--- config.mk ---
export PLATFORM = sky130hd
export DESIGN_NAME = rv32v_uop_sequencer
export DESIGN_NICKNAME = d
export VERILOG_FILES = /design/src/rtl/rv32v_types_pkg.sv /design/src/rtl/rv32v_uop_calc.sv /design/src/rtl/rv32v_uop_sequencer.sv
export SDC_FILE = /design/constraint.sdc
export NUM_CORES = 1
export LEC_CHECK = 0
export ABC_CLOCK_PERIOD_IN_PS = 9100
export BUFFER_PORTS_ARGS = -buffer_cell sky130_fd_sc_hd__clkbuf_2
export CAP_MARGIN = 10
export CORE_MARGIN = 2
export CORE_UTILIZATION = 40
export CTS_BUF_LIST = sky130_fd_sc_hd__clkbuf_4 sky130_fd_sc_hd__clkbuf_8 sky130_fd_sc_hd__clkbuf_16
export DETAILED_ROUTE_END_ITERATION = 8
export PLACE_DENSITY = 0.65
export SLEW_MARGIN = 20
export SYNTH_ARGS = -nofsm -noshare
export SYNTH_HDL_FRONTEND = slang
export SYNTH_SLANG_ARGS = --single-unit
--- constraint.sdc ---
create_clock -name CLK -period 9.1 [get_ports CLK]
set_input_delay 0.91 -clock CLK [delete_from_list [all_inputs] [get_ports CLK]]
set_output_delay 0.91 -clock CLK [all_outputs]
set_load 0.05 [all_outputs]
--- src/rtl/rv32v_types_pkg.sv ---
// Shared types for the vector uop sequencer and its per-uop field calculator.
package rv32v_types_pkg;

  typedef struct packed {
    logic [1:0] unit;
    logic [5:0] op;
  } vexec_t;

  typedef enum logic [1:0] {
    NORMAL  = 2'd0,
    WIDEN   = 2'd1,
    NARROW  = 2'd2,
    MASKDST = 2'd3
  } uop_mode_t;

  typedef enum logic {
    IDLE  = 1'b0,
    ISSUE = 1'b1
  } uop_state_t;

  // Element index fields depend on VLEN, so they travel beside this struct.
  typedef struct packed {
    vexec_t     vexec;
    logic [4:0] vd;
    logic [4:0] vs1;
    logic [4:0] vs2;
    logic       half;
    logic       first;
    logic       last;
  } uop_t;

  function automatic logic is_halved(input uop_mode_t mode);
    return (mode == WIDEN) || (mode == NARROW);
  endfunction

endpackage

--- src/rtl/rv32v_uop_calc.sv ---
// Combinational mapping of (bases, mode, uop index, epu, vl) to one uop's fields.
module rv32v_uop_calc
  import rv32v_types_pkg::*;
#(
  parameter int VLW = 8,
  parameter int IW  = 4
) (
  input  vexec_t           i_vexec,
  input  logic [4:0]       i_vd,
  input  logic [4:0]       i_vs1,
  input  logic [4:0]       i_vs2,
  input  uop_mode_t        i_mode,
  input  logic [IW-1:0]    i_idx,
  input  logic [IW-1:0]    i_last_idx,
  input  logic [VLW-1:0]   i_vl,
  input  logic [4:0]       i_epu_sh,
  output uop_t             o_uop,
  output logic [VLW-1:0]   o_start,
  output logic [VLW-1:0]   o_count
);

  localparam logic [VLW-1:0] ONE = {{(VLW-1){1'b0}}, 1'b1};

  logic [4:0]     w_idx;
  logic [4:0]     w_pair;
  logic [VLW-1:0] w_epu;
  logic [VLW-1:0] w_rem;

  // epu is a power of two, so start = idx*epu is a shift; 5-bit adds wrap mod 32
  always_comb begin
    w_idx       = 5'(i_idx);
    w_pair      = w_idx >> 1;
    w_epu       = ONE << i_epu_sh;
    o_start     = VLW'(i_idx) << i_epu_sh;
    w_rem       = i_vl - o_start;
    o_count     = (w_rem < w_epu) ? w_rem : w_epu;
    o_uop.vexec = i_vexec;
    o_uop.first = (i_idx == {IW{1'b0}});
    o_uop.last  = (i_idx == i_last_idx);
    case (i_mode)
      WIDEN: begin
        o_uop.vd   = i_vd + w_idx;
        o_uop.vs1  = i_vs1 + w_pair;
        o_uop.vs2  = i_vs2 + w_pair;
        o_uop.half = w_idx[0];
      end
      NARROW: begin
        o_uop.vd   = i_vd + w_pair;
        o_uop.vs1  = i_vs1 + w_pair;
        o_uop.vs2  = i_vs2 + w_idx;
        o_uop.half = w_idx[0];
      end
      MASKDST: begin
        o_uop.vd   = i_vd;
        o_uop.vs1  = i_vs1 + w_idx;
        o_uop.vs2  = i_vs2 + w_idx;
        o_uop.half = 1'b0;
      end
      default: begin
        o_uop.vd   = i_vd + w_idx;
        o_uop.vs1  = i_vs1 + w_idx;
        o_uop.vs2  = i_vs2 + w_idx;
        o_uop.half = 1'b0;
      end
    endcase
  end

endmodule

--- src/rtl/rv32v_uop_sequencer.sv ---
// Splits a decoded vector instruction into per-register uops with valid/ready on both sides.
// Optional macro RV32V_UOP_BYPASS_EN accepts the next instruction on the last uop handshake.
module rv32v_uop_sequencer
  import rv32v_types_pkg::*;
#(
  parameter int VLEN     = 128,
  parameter int MAX_UOPS = 16,
  parameter int VLW      = $clog2(VLEN) + 1
) (
  input  logic           CLK,
  input  logic           RST,
  input  logic           flush,
  input  logic           in_valid,
  output logic           in_ready,
  input  vexec_t         in_vexec,
  input  logic [4:0]     in_vd,
  input  logic [4:0]     in_vs1,
  input  logic [4:0]     in_vs2,
  input  logic [1:0]     in_vsew,
  input  logic [VLW-1:0] in_vl,
  input  uop_mode_t      in_mode,
  output logic           uop_valid,
  input  logic           uop_ready,
  output vexec_t         uop_vexec,
  output logic [4:0]     uop_vd,
  output logic [4:0]     uop_vs1,
  output logic [4:0]     uop_vs2,
  output logic           uop_half,
  output logic [VLW-1:0] uop_start,
  output logic [VLW-1:0] uop_count,
  output logic           uop_first,
  output logic           uop_last,
  output logic           empty_done
);

  localparam int            IW      = $clog2(MAX_UOPS);
  localparam logic [4:0]    EPR_SH  = 5'($clog2(VLEN / 8));
  localparam logic [VLW:0]  VL_ONE  = {{VLW{1'b0}}, 1'b1};
  localparam logic [IW-1:0] IDX_ONE = {{(IW-1){1'b0}}, 1'b1};

  uop_state_t     r_state;
  logic [IW-1:0]  r_idx, r_last_idx;
  logic [4:0]     r_vd, r_vs1, r_vs2, r_sh;
  uop_mode_t      r_mode;
  logic [VLW-1:0] r_vl, r_start, r_count;
  uop_t           r_uop;
  logic           r_valid, r_empty_done;

  logic           w_accept;
  logic [4:0]     w_in_sh;
  logic [VLW:0]   w_in_nuops;
  logic [IW-1:0]  w_in_last;
  vexec_t         w_c_vexec;
  logic [4:0]     w_c_vd, w_c_vs1, w_c_vs2, w_c_sh;
  uop_mode_t      w_c_mode;
  logic [IW-1:0]  w_c_idx, w_c_last;
  logic [VLW-1:0] w_c_vl, w_start, w_count;
  uop_t           w_uop;

`ifdef RV32V_UOP_BYPASS_EN
  assign in_ready = (r_state == IDLE) || ((r_state == ISSUE) && r_uop.last && uop_ready);
`else
  assign in_ready = (r_state == IDLE);
`endif

  assign w_accept = in_valid && in_ready && !flush;

  // On acceptance the calculator sees the incoming fields and uop 0, otherwise the next latched uop
  always_comb begin
    w_in_sh    = EPR_SH - {3'b000, in_vsew} - {4'b0000, is_halved(in_mode)};
    w_in_nuops = ({1'b0, in_vl} + (VL_ONE << w_in_sh) - VL_ONE) >> w_in_sh;
    w_in_last  = IW'(w_in_nuops - VL_ONE);
    w_c_vexec  = w_accept ? in_vexec  : r_uop.vexec;
    w_c_vd     = w_accept ? in_vd     : r_vd;
    w_c_vs1    = w_accept ? in_vs1    : r_vs1;
    w_c_vs2    = w_accept ? in_vs2    : r_vs2;
    w_c_mode   = w_accept ? in_mode   : r_mode;
    w_c_vl     = w_accept ? in_vl     : r_vl;
    w_c_sh     = w_accept ? w_in_sh   : r_sh;
    w_c_last   = w_accept ? w_in_last : r_last_idx;
    w_c_idx    = w_accept ? {IW{1'b0}} : (r_idx + IDX_ONE);
  end

  rv32v_uop_calc #(.VLW(VLW), .IW(IW)) u_calc (
    .i_vexec    (w_c_vexec),
    .i_vd       (w_c_vd),
    .i_vs1      (w_c_vs1),
    .i_vs2      (w_c_vs2),
    .i_mode     (w_c_mode),
    .i_idx      (w_c_idx),
    .i_last_idx (w_c_last),
    .i_vl       (w_c_vl),
    .i_epu_sh   (w_c_sh),
    .o_uop      (w_uop),
    .o_start    (w_start),
    .o_count    (w_count)
  );

  // Sequencer FSM; flush outranks everything but reset
  always_ff @(posedge CLK) begin
    if (RST) begin
      r_state      <= IDLE;
      r_idx        <= {IW{1'b0}};
      r_last_idx   <= {IW{1'b0}};
      r_vd         <= 5'd0;
      r_vs1        <= 5'd0;
      r_vs2        <= 5'd0;
      r_sh         <= 5'd0;
      r_mode       <= NORMAL;
      r_vl         <= {VLW{1'b0}};
      r_uop        <= '0;
      r_start      <= {VLW{1'b0}};
      r_count      <= {VLW{1'b0}};
      r_valid      <= 1'b0;
      r_empty_done <= 1'b0;
    end else if (flush) begin
      r_state      <= IDLE;
      r_idx        <= {IW{1'b0}};
      r_valid      <= 1'b0;
      r_empty_done <= 1'b0;
    end else begin
      r_empty_done <= 1'b0;
      if (w_accept) begin
        r_vd       <= in_vd;
        r_vs1      <= in_vs1;
        r_vs2      <= in_vs2;
        r_mode     <= in_mode;
        r_vl       <= in_vl;
        r_sh       <= w_in_sh;
        r_last_idx <= w_in_last;
        r_idx      <= {IW{1'b0}};
        r_uop      <= w_uop;
        r_start    <= w_start;
        r_count    <= w_count;
        if (in_vl == {VLW{1'b0}}) begin
          r_state      <= IDLE;
          r_valid      <= 1'b0;
          r_empty_done <= 1'b1;
        end else begin
          r_state <= ISSUE;
          r_valid <= 1'b1;
        end
      end else if ((r_state == ISSUE) && uop_ready) begin
        if (r_uop.last) begin
          r_state <= IDLE;
          r_valid <= 1'b0;
        end else begin
          r_idx   <= r_idx + IDX_ONE;
          r_uop   <= w_uop;
          r_start <= w_start;
          r_count <= w_count;
        end
      end
    end
  end

  assign uop_valid  = r_valid;
  assign uop_vexec  = r_uop.vexec;
  assign uop_vd     = r_uop.vd;
  assign uop_vs1    = r_uop.vs1;
  assign uop_vs2    = r_uop.vs2;
  assign uop_half   = r_uop.half;
  assign uop_first  = r_uop.first;
  assign uop_last   = r_uop.last;
  assign uop_start  = r_start;
  assign uop_count  = r_count;
  assign empty_done = r_empty_done;

endmodule

==> summary.md, run 1 <==
| Metric | Value |
|---|---|
| Syn Area/Cell | `approximately 8 sq um` |
| Total design power | `1.23 mW` |
| Seq/Total Area, Yosys | `0.278` |
| Yosys top cell area share | `0.278` |
| Via count | `5196` |
| Clk root buf | `clkbuf_16` |
| Nets | `902` |
| Reg-to-reg endpoint | `uop_count[0]` |
| Die X | `approximately 130 um` |
| Power Dens Cells | `between 150 and 200 mW/mm^2` |
| Final setup TNS | `0 ns` |
| CP max FO | `15` |
| Worst setup EP type | `flop` |
| Fmax | `0.166 GHz` |
| Share of layout cells above drive strength 1 | `0.151` |
| Top cells by count, synth | `nand2_1 (107), dfxtp_1 (82), nor2_1 (76)` |
| Reg-to-reg startpoint | `uop_valid` |
| Synth Instances | `between 700 and 800` |
| TritonRoute pass-1 iters | `5` |
| Post-CTS Setup Inserts | `0` |
| Starting Density | `0.408` |
| Leakage | `roughly 3.1 nW` |
| Number of library cell types mapped by synthesis | `70` |
| VDD IR-drop max | `0.119 mV` |
| RSZ-0062 raised after global routing | `false` |
| Fin. max-slew vios | `0` |
| Max Clock Skew | `a little under 0.009 ns` |
| Number of DRC markers in iteration 0 | `between 200 and 250` |
| WL/cell | `approximately 15 um` |
| Outcome | `finished, final reports clean` |
| Hold Crit Class | `reg -> reg` |
| IO buf count | `84` |
| Hold Startpoint | `uop_vexec[3]` |
| # hold bufs at CTS | `0` |
| Yosys top cell by area | `dfxtp_1` |
| Ys Warns | `0` |
| Worst path arrival time | `6.27 ns` |
| Synthesized area | `0.00591 sq mm` |
| Most frequent cell after synthesis | `nand2_1` |
| Syn_nets | `840` |
| CP Class | `in -> reg` |
| Dpl hpwl | `10600 um` |
| DRT antenna net count | `0` |
| R2R setup slack | `roughly 3.9 ns` |
| Pin count of the biggest net entering global routing | `just over 80` |
| Max-Cap Viols | `0` |
| Synth area leaders | `dfxtp_1 (28%), ha_1 (12%), nand2_1 (6.8%)` |
| Core area | `0.0145 sq mm` |
| Clock buffer depth | `2` |
| Worst slew margin | `0.352` |
| CTS HTree Levels | `3` |
| Drt via density | `5.27` |
| Final hold vios | `0` |
| Clock Latency Late Sink | `roughly 0.35 ns` |
| GRT Total Usage | `0.195` |
| Clock tree sinks | `82` |
| Worst Tran Pin Value | `around 0.94 ns` |
| Final worst path period share | `0.661` |
| Synth-to-layout area growth | `13.6%` |
| Die Y | `~130 um` |
| Total wire length | `roughly 15000 um` |
| CTS tree | `yes` |
| Fin crit period | `around 6.0 ns` |
| TritonCTS buffer count | `9` |
| Global-route wire length before repair | `25000 um` |
| Vias in the first global route | `between 5000 and 6000` |
| Clock-pin slew of the registers on the worst-case setup and hold paths | `about 0.060 ns` |
| Inserted Diodes | `0` |
| Final setup fails | `0` |
| Hold Crit Depth | `2` |
| Worst Setup Start Kind | `input pin` |
| Drt drc | `0` |
| Io pins | `85` |
| Synth Flop Type | `dfxtp_1` |
| Worst R2R Path Depth | `18` |
| Rows | `44` |
| Gr ovfl total | `0` |
| Full die area | `0.0158 sq mm` |
| Resized cells post-CTS | `0` |
| Worst Hold Endpoint | `uop_vexec[3]` |
| Synth async-reset ratio | `0` |
| Final Wtd Congestion | `roughly 0.88` |
| Critical Path RT | `about 9.4 ns` |
| Initial antenna violation count | `0` |
| Synth Register Bits | `approximately 80` |
| Post-synth EDFFs | `0` |
-- layer usage --
metal | vias up | routed length [um] | share of wire | track usage
li1 | 2675 | - | - | -
met1 | 2396 | 7100 | 0.49 | 0.268
met2 | 105 | 6540 | 0.45 | 0.307
met3 | 20 | 618 | 0.043 | 0.0432
met4 | 0 | 274 | 0.019 | 0.0582
met5 | - | 0 | 0 | 0
-- sequential cells by signal (all words and copies together) (netlist names), 2 cells and up --
| register | cells |
|---|---|
| r_mode | 2 |
| r_vs1 | 5 |
| r_sh | 5 |
| r_last_idx | 4 |
| r_vl | 8 |
| uop_vexec | 8 |
| r_idx | 4 |
| uop_vs1 | 5 |
| uop_count | 8 |
| r_vd | 5 |
| uop_vs2 | 5 |
| uop_start | 8 |
| r_vs2 | 5 |
| uop_vd | 5 |
-- report_power, final --
group	internal [mW]	switching, mW	leakage, nW	total, mW
sequential	0.380	0.0119	0.670	0.392
combinational	0.175	0.284	2.31	0.460
clock	0.226	0.149	0.148	0.375
total	0.781	0.446	3.13	1.23
-- layout make-up --
cell class | instances | area (sq um)
repair buffers | 91 | 473
well taps | 184 | 230
flip-flops and latches | 82 | 1640
fillers | 1453 | 7760
clock inverters | 4 | 51.3
multi-input cells | 567 | 3890
clock buffers | 11 | 253
inverters | 47 | 176
-- worst max-delay path, stage by stage --
cell	delay [ns]
clkbuf_2	0.10
xor2_1	0.34
ha_1	0.29
xor2_2	0.17
mux2i_1	0.79
nand2_1	0.17
nor4b_1	0.43
ha_1	0.22
inv_1	0.06
fa_1	0.40
a21o_1	0.19
a21oi_1	0.21
o21bai_1	0.08
a21oi_1	0.18
xnor2_1	0.17
ha_1	0.28
a21o_1	0.16
a221o_1	0.37
a31oi_4	0.35
a211oi_1	0.08
nor4_1	0.31
-- stage by stage --
step	area [sq um]	util	hold WS (ns)	std cells	worst slack [ns]
after detailed placement	6420	0.443	0.447	971	2.72
after floorplan	5910	-	0.444	736	3.62
final	6720	0.464	0.451	986	3.08
after global placement	6420	0.443	0.442	971	2.89
after global routing	6720	0.464	0.480	986	2.54
after CTS	6720	0.464	0.455	986	3.08
-- cell usage in the layout, fill, tap and decap left out, types with 3 or more instances in the layout --
master,synthesis,routed
xor2_1,18,18
o31ai_1,3,3
nor3_1,10,10
buf_4,1,7
a221o_1,3,3
a21o_1,19,19
inv_1,47,47
a22oi_1,3,3
a21oi_1,51,50
o21a_1,6,6
nor2b_1,19,19
a311oi_1,4,4
clkbuf_16,0,9
a211oi_1,17,17
o22ai_1,3,3
nor4_1,9,9
nand2_1,107,107
ha_1,56,56
fa_1,8,8
xnor2_1,20,20
o211a_1,5,5
dfxtp_1,82,82
and2_1,5,5
nand3b_1,5,5
nor4b_1,3,3
mux2i_1,25,25
clkbuf_2,0,84
or2_2,4,4
a31oi_1,3,3
o21ai_0,21,21
o211ai_1,10,10
nand3_1,14,14
nor2_1,76,76
-- cells by family (layout without fill, tap and decap cells) --
family	Yosys count	after routing	share of synthesized area
fa+ha+maj	64	64	0.146
simple gates	271	271	0.212
compound gates	165	165	0.188
buf+inv	87	153	0.0669
flops	82	82	0.278
mux	28	28	0.0503
xor+xnor	39	39	0.0590
-- worst max path at each step --
| stage | from | to | slack, ns |
|---|---|---|---|
| 6_report | in_mode[0] | uop_count[0] | 3.08 |
| 2_1_floorplan | in_vsew[0] | uop_last | 3.62 |
| 3_5_place_dp | in_mode[0] | uop_count[3] | 2.72 |
| 5_1_grt | in_mode[0] | uop_count[3] | 2.54 |
| 4_1_cts | in_mode[0] | uop_count[3] | 3.08 |
| 3_3_place_gp | in_mode[1] | uop_count[3] | 2.89 |
(Power assumes the default switching activity.)
==> inputs of run 2 (changes only) <==
Settings changed: ABC_CLOCK_PERIOD_IN_PS 9100 to 6070.
Clock period 9.1 ns to 6.07 ns, I/O delays scaled along.
==> run 2 against run 1 <==
  * Sequential power up 50%
  * Final area is 1.2% higher
  * Clock power rose by 60%
  * Power grew 54%
  * Cell count up 0.91%
  * Core utilization grew 0.56 points
==> summary.md, run 2 (same netlist as run 1, synthesis figures left out) <==
| Metric | Value |
|---|---|
| Synth-to-layout area growth | `15.0%` |
| WL/cell | `14.9 um` |
| VDD IR-drop max | `0.170 mV` |
| Final hold vios | `0` |
| Final setup TNS | `0 ns` |
| Final worst path period share | `0.894` |
| Clock-pin slew of the registers on the worst-case setup and hold paths | `0.06 ns` |
| Die Y | `126 um` |
| Commonest non-fill, non-tap cell in the layout | `nand2_1` |
| DRT antenna net count | `0` |
| Max Clock Skew | `about 0.0077 ns` |
| Share of layout cells above drive strength 1 | `0.160` |
| CP max FO | `14` |
| GRT Total Usage | `0.194` |
| Flop pwr share | `0.311` |
| IO buf count | `84` |
| Power share of the clock group | `0.318` |
| Clock buffer depth | `2` |
| CTS HTree Levels | `3` |
| Internal power | `between 1 and 1.5 mW` |
| TritonCTS buffer count | `9` |
| CTS tree | `yes` |
| Max-Cap Viols | `0` |
| Worst Tran Pin Value | `roughly 0.9 ns` |
| Worst slew margin | `0.397` |
| Clock tree sinks | `around 80` |
| Final setup fails | `0` |
| Drt drc | `0` |
| Critical Path RT | `approximately 6.3 ns` |
| Die X | `126 um` |
| Worst setup EP type | `flop` |
| Fin. max-slew vios | `0` |
| Final Wtd Congestion | `0.842` |
| Starting Density | `0.408` |
| Drt via density | `between 5 and 6` |
| Number of DRC markers in iteration 0 | `between 200 and 300` |
| Worst Setup Start Kind | `input pin` |
| Met2 wire len | `roughly 6400 um` |
| Wl on met1 | `about 7300 um` |
| Sw frac | `0.364` |
| Hold Startpoint | `uop_vexec[3]` |
| CP Class | `in -> reg` |
| # hold bufs at CTS | `0` |
| Fmax | `between 0.15 and 0.2 GHz` |
| Net Sw Power | `between 600 and 700 uW` |
| Total wire length | `approximately 15000 um` |
| Clock Latency Late Sink | `0.34 ns` |
| Met3 routed WL | `about 620 um` |
| TritonRoute pass-1 iters | `5` |
| Most frequent cells in the layout | `nand2_1 (107), clkbuf_2 (84), dfxtp_1 (82)` |
| Resized cells post-CTS | `0` |
| Top layer in use | `met4` |
| Nets | `910` |
| Fin crit period | `about 5.4 ns` |
| Logic pwr share | `0.372` |
| Power Dens Cells | `about 280 mW/mm^2` |
| CP startpoint | `in_mode[0]` |
| Worst path arrival time | `approximately 5.7 ns` |
| Hold slack | `approximately 0.45 ns` |
| RSZ-0062 raised after global routing | `false` |
| Global-route wire length before repair | `~25000 um` |
| Vias in the first global route | `around 5100` |
| Io pins | `85` |
| Dpl hpwl | `about 11000 um` |
| Full die area | `0.0158 sq mm` |
| Outcome | `finished, final reports clean` |
| Reg-to-reg startpoint | `r_idx[0]` |
| Pin count of the biggest net entering global routing | `80` |
| Hold Crit Class | `reg -> reg` |
| Leakage | `~3.2 nW` |
| Initial antenna violation count | `0` |
| Core area | `roughly 0.014 sq mm` |
| Post-CTS Setup Inserts | `0` |
| Gr ovfl total | `0` |
| Clk root buf | `clkbuf_16` |
| Rows | `44` |
| Inserted Diodes | `0` |
| Via count | `around 5200` |
-- run 2: stage by stage --
step / std cells / area, sq um / total power, mW / setup slack, ns / utilization
after floorplan: 736 / 5910 / 1.15 / 0.894 / -
after global placement: 979 / 6480 / 1.29 / 0.429 / 0.447
after detailed placement: 979 / 6480 / 1.29 / 0.345 / 0.447
after CTS: 995 / 6800 / 1.90 / 0.688 / 0.470
after global routing: 995 / 6800 / 2.01 / 0.222 / 0.470
final: 995 / 6800 / 1.89 / 0.643 / 0.470
-- run 2: power by group through the flow --
stage | combinational [mW] | sequential, mW | clock (mW)
floorplan | 0.495 | 0.656 | 0
global placement | 0.690 | 0.599 | 0
detailed placement | 0.691 | 0.599 | 0
CTS | 0.700 | 0.587 | 0.611
global route | 0.784 | 0.591 | 0.634
finish | 0.702 | 0.587 | 0.600
-- run 2: worst max-delay path, cell delays in order --
cell and delay, ns:
clkbuf_2 0.10, xor2_1 0.39, ha_1 0.22, nor2b_1 0.13, ha_1 0.39, nand3_1 0.14
ha_1 0.30, inv_1 0.06, ha_1 0.16, inv_1 0.06, fa_1 0.40, nor2b_1 0.23
o22ai_1 0.14, xor2_1 0.21, mux2i_1 0.22, o221ai_1 0.17, a21oi_1 0.35, inv_1 0.08
ha_1 0.31, nand2_1 0.05, o21ai_0 0.12, and2_1 0.16, nand2_1 0.05, or4b_1 0.50
a22oi_1 0.13
-- run 2: final timing paths --
| check | to | slack [ns] | cells after the start |
|---|---|---|---|
| setup / recovery | uop_last | 0.64 | 25 |
| hold reg to reg | uop_vexec[3] | 0.45 | 2 |
| setup reg to reg | uop_count[4] | 1.03 | 18 |
| hold / removal | uop_vexec[3] | 0.45 | 2 |
-- run 2: cell type report --
| type | count | area (sq um) |
|---|---|---|
| flip-flops and latches | 82 | 1640 |
| clock buffers | 9 | 225 |
| fillers | 1447 | 7680 |
| multi-input cells | 567 | 3890 |
| repair buffers | 99 | 533 |
| well taps | 184 | 230 |
| inverters | 47 | 176 |
| clock inverters | 7 | 100 |
-- run 2: routing by layer --
metal  vias to the layer above  global-route usage
li1                       2698                   -
met1                      2383               0.267
met2                       124               0.293
met3                        32              0.0462
met4                         0              0.0778
met5                         -                   0
==> inputs of run 3 (changes only) <==
Settings changed: ABC_CLOCK_PERIOD_IN_PS 6070 to 4370, CORE_MARGIN 2 to 3, PLACE_DENSITY 0.65 to 0.67.
Clock period 6.07 ns to 4.37 ns, I/O delays scaled along.
==> run 3 against run 2 <==
  * The flow now finishes with violations (negative setup slack)
  * Via count is 11% higher
  * Cell count is 11% higher
  * Power is 64% higher
  * Wire length is 14% higher
  * Sequential power is 39% higher
  * Setup slack worse by 0.78 ns
  * Highest routed layer unchanged
  * Sequential share of layout area is 4.1 points lower
==> summary.md, run 3 (same netlist as run 1, synthesis figures left out) <==
| Metric | Value |
|---|---|
| Outcome | `finished, violations left` |
| Failing checks | `negative setup slack` |
| Rows | `43` |
| Clk root buf | `clkbuf_16` |
| Power share of the clock group | `0.249` |
| Post-route insts no fill | `roughly 1100` |
| Drt drc | `0` |
| Power Dens Cells | `roughly 380 mW/mm^2` |
| Flop pwr share | `0.264` |
| Worst Setup Start Kind | `input pin` |
| Io pins | `85` |
| Nets | `~1000` |
| Critical Path RT | `4.61 ns` |
| Clock-pin slew of the registers on the worst-case setup and hold paths | `0.06 ns` |
| Synth-to-layout area growth | `38.6%` |
| CTS HTree Levels | `3` |
| Reg-to-reg endpoint | `uop_count[7]` |
| Inst Count DP | `1067` |
| Worst Hold Endpoint | `uop_vexec[5]` |
| Die X | `approximately 130 um` |
| Drt via density | `5.24` |
| Placed Instance Area | `~0.0072 sq mm` |
| TritonCTS buffer count | `9` |
| Worst Tran Pin Value | `0.964 ns` |
| Number of DRC markers in iteration 0 | `roughly 370` |
| Via count | `5800` |
| Gr ovfl total | `0` |
| Hold Crit Class | `in -> reg` |
| Dpl hpwl | `between 10000 and 15000 um` |
| Total wire length | `16900 um` |
| Final worst path period share | `1.03` |
| Starting Density | `0.418` |
| Worst setup EP type | `flop` |
| DRT antenna net count | `0` |
| Vias in the first global route | `5540` |
| RSZ-0062 raised after global routing | `true` |
| Max Clock Skew | `about 0.0063 ns` |
| Fmax | `roughly 0.22 GHz` |
| Commonest non-fill, non-tap cell in the layout | `buf_4` |
| Fin crit period | `4.51 ns` |
| Clock tree sinks | `82` |
| Final Wtd Congestion | `~0.86` |
| Sw frac | `0.356` |
| Die Y | `between 100 and 150 um` |
| VDD IR-drop max | `~0.31 mV` |
| Final setup TNS | `-0.952 ns` |
| Net Sw Power | `about 1.1 mW` |
| Clock Latency Late Sink | `about 0.35 ns` |
| Logic pwr share | `0.488` |
| # hold bufs at CTS | `0` |
| CP max FO | `6` |
| CTS tree | `yes` |
| Final instance area | `about 0.008 sq mm` |
| Reg-to-reg startpoint | `r_idx[0]` |
| CP startpoint | `in_mode[1]` |
| Clock buffer depth | `2` |
| Pin count of the biggest net entering global routing | `between 50 and 60` |
| Worst R2R Path Depth | `19` |
| Core area | `between 0.01 and 0.015 sq mm` |
| Full die area | `~0.016 sq mm` |
| Inserted Diodes | `0` |
| Global-route wire length before repair | `26600 um` |
| Fin. max-slew vios | `0` |
| WL/cell | `15.3 um` |
| Initial antenna violation count | `0` |
| Final hold vios | `0` |
| GRT Total Usage | `0.199` |
| CP Class | `in -> reg` |
| Worst slew margin | `0.357` |
| Most frequent cells in the layout | `buf_4 (124), nand2_1 (102), clkbuf_2 (82)` |
| Hold Startpoint | `in_vexec[5]` |
| R2R setup slack | `0.05 ns` |
| Share of layout cells above drive strength 1 | `0.338` |
| Internal power | `around 2.0 mW` |
| Max-Cap Viols | `0` |
| Leakage | `between 3 and 4 nW` |
| Worst path arrival time | `approximately 4.7 ns` |
| Final setup fails | `9` |
| IO buf count | `84` |
| TritonRoute pass-1 iters | `6` |
| Hold Crit Depth | `3` |
| PnR worst setup slack | `-0.136 ns` |
## run 3: repair_timing
action / CTS / global route
gates cloned: 1 / 0
setup buffers: 7 / 19
resized for setup: 38 / 53
setup endpoints to repair: 11 / 11
pin swaps: 32 / 47
## run 3: through the flow
step / util / setup slack [ns] / total power, mW / hold WS (ns)
floorplan: - / -0.430 / 1.63 / 0.444
global placement: 0.511 / -0.663 / 2.03 / 0.442
detailed placement: 0.511 / -0.765 / 2.04 / 0.447
CTS: 0.548 / -0.166 / 2.93 / 0.300
global route: 0.579 / -0.325 / 3.28 / 0.310
finish: 0.579 / -0.136 / 3.10 / 0.309
## run 3: area by class of cell
class                      count  area [sq um]
clock buffer                  11           246
clock inverter                 4          52.6
fill                        1237          5950
inverter                      47           179
multi-input combinational    567          4380
sequential                    82          1640
tap                          180           225
timing repair buffer         216          1470
## run 3: worst max path at each step
| stage | endpoint | slack [ns] | cells past startpoint |
|---|---|---|---|
| floorplan | uop_last | -0.43 | 25 |
| finish | uop_count[7] | -0.14 | 23 |
| detailed placement | uop_last | -0.77 | 25 |
| global placement | uop_last | -0.66 | 25 |
| CTS | uop_last | -0.17 | 25 |
| global route | uop_last | -0.32 | 26 |
## run 3: per-layer routing
layer	up-vias	share of wire	track usage
met5	-	0	0
met2	140	0.48	0.327
met3	27	0.041	0.0368
li1	2927	-	-
met1	2706	0.46	0.264
met4	0	0.026	0.0655
## run 3: worst max-delay path: stages
cell and delay (ns):
buf_6 0.11, xor2_4 0.19, buf_4 0.14, ha_4 0.19, xor2_4 0.16, mux2i_2 0.22, nand2_2 0.12, nor4b_4 0.31
ha_2 0.23, inv_2 0.05, fa_2 0.33, a21o_1 0.19, a21oi_2 0.16, o21bai_1 0.09, a21oi_2 0.17, xnor2_2 0.14
ha_1 0.27, a21o_1 0.21, a221o_1 0.36, a31oi_4 0.22, buf_6 0.15, o41ai_1 0.06, a31o_2 0.24
## run 3: power by group through the flow
stage / clock, mW / combinational, mW / sequential [mW]
3_5_place_dp: 0 / 1.21 / 0.830
2_1_floorplan: 0 / 0.716 / 0.912
5_1_grt: 0.823 / 1.64 / 0.820
4_1_cts: 0.786 / 1.33 / 0.814
3_3_place_gp: 0 / 1.20 / 0.830
6_report: 0.769 / 1.51 / 0.816
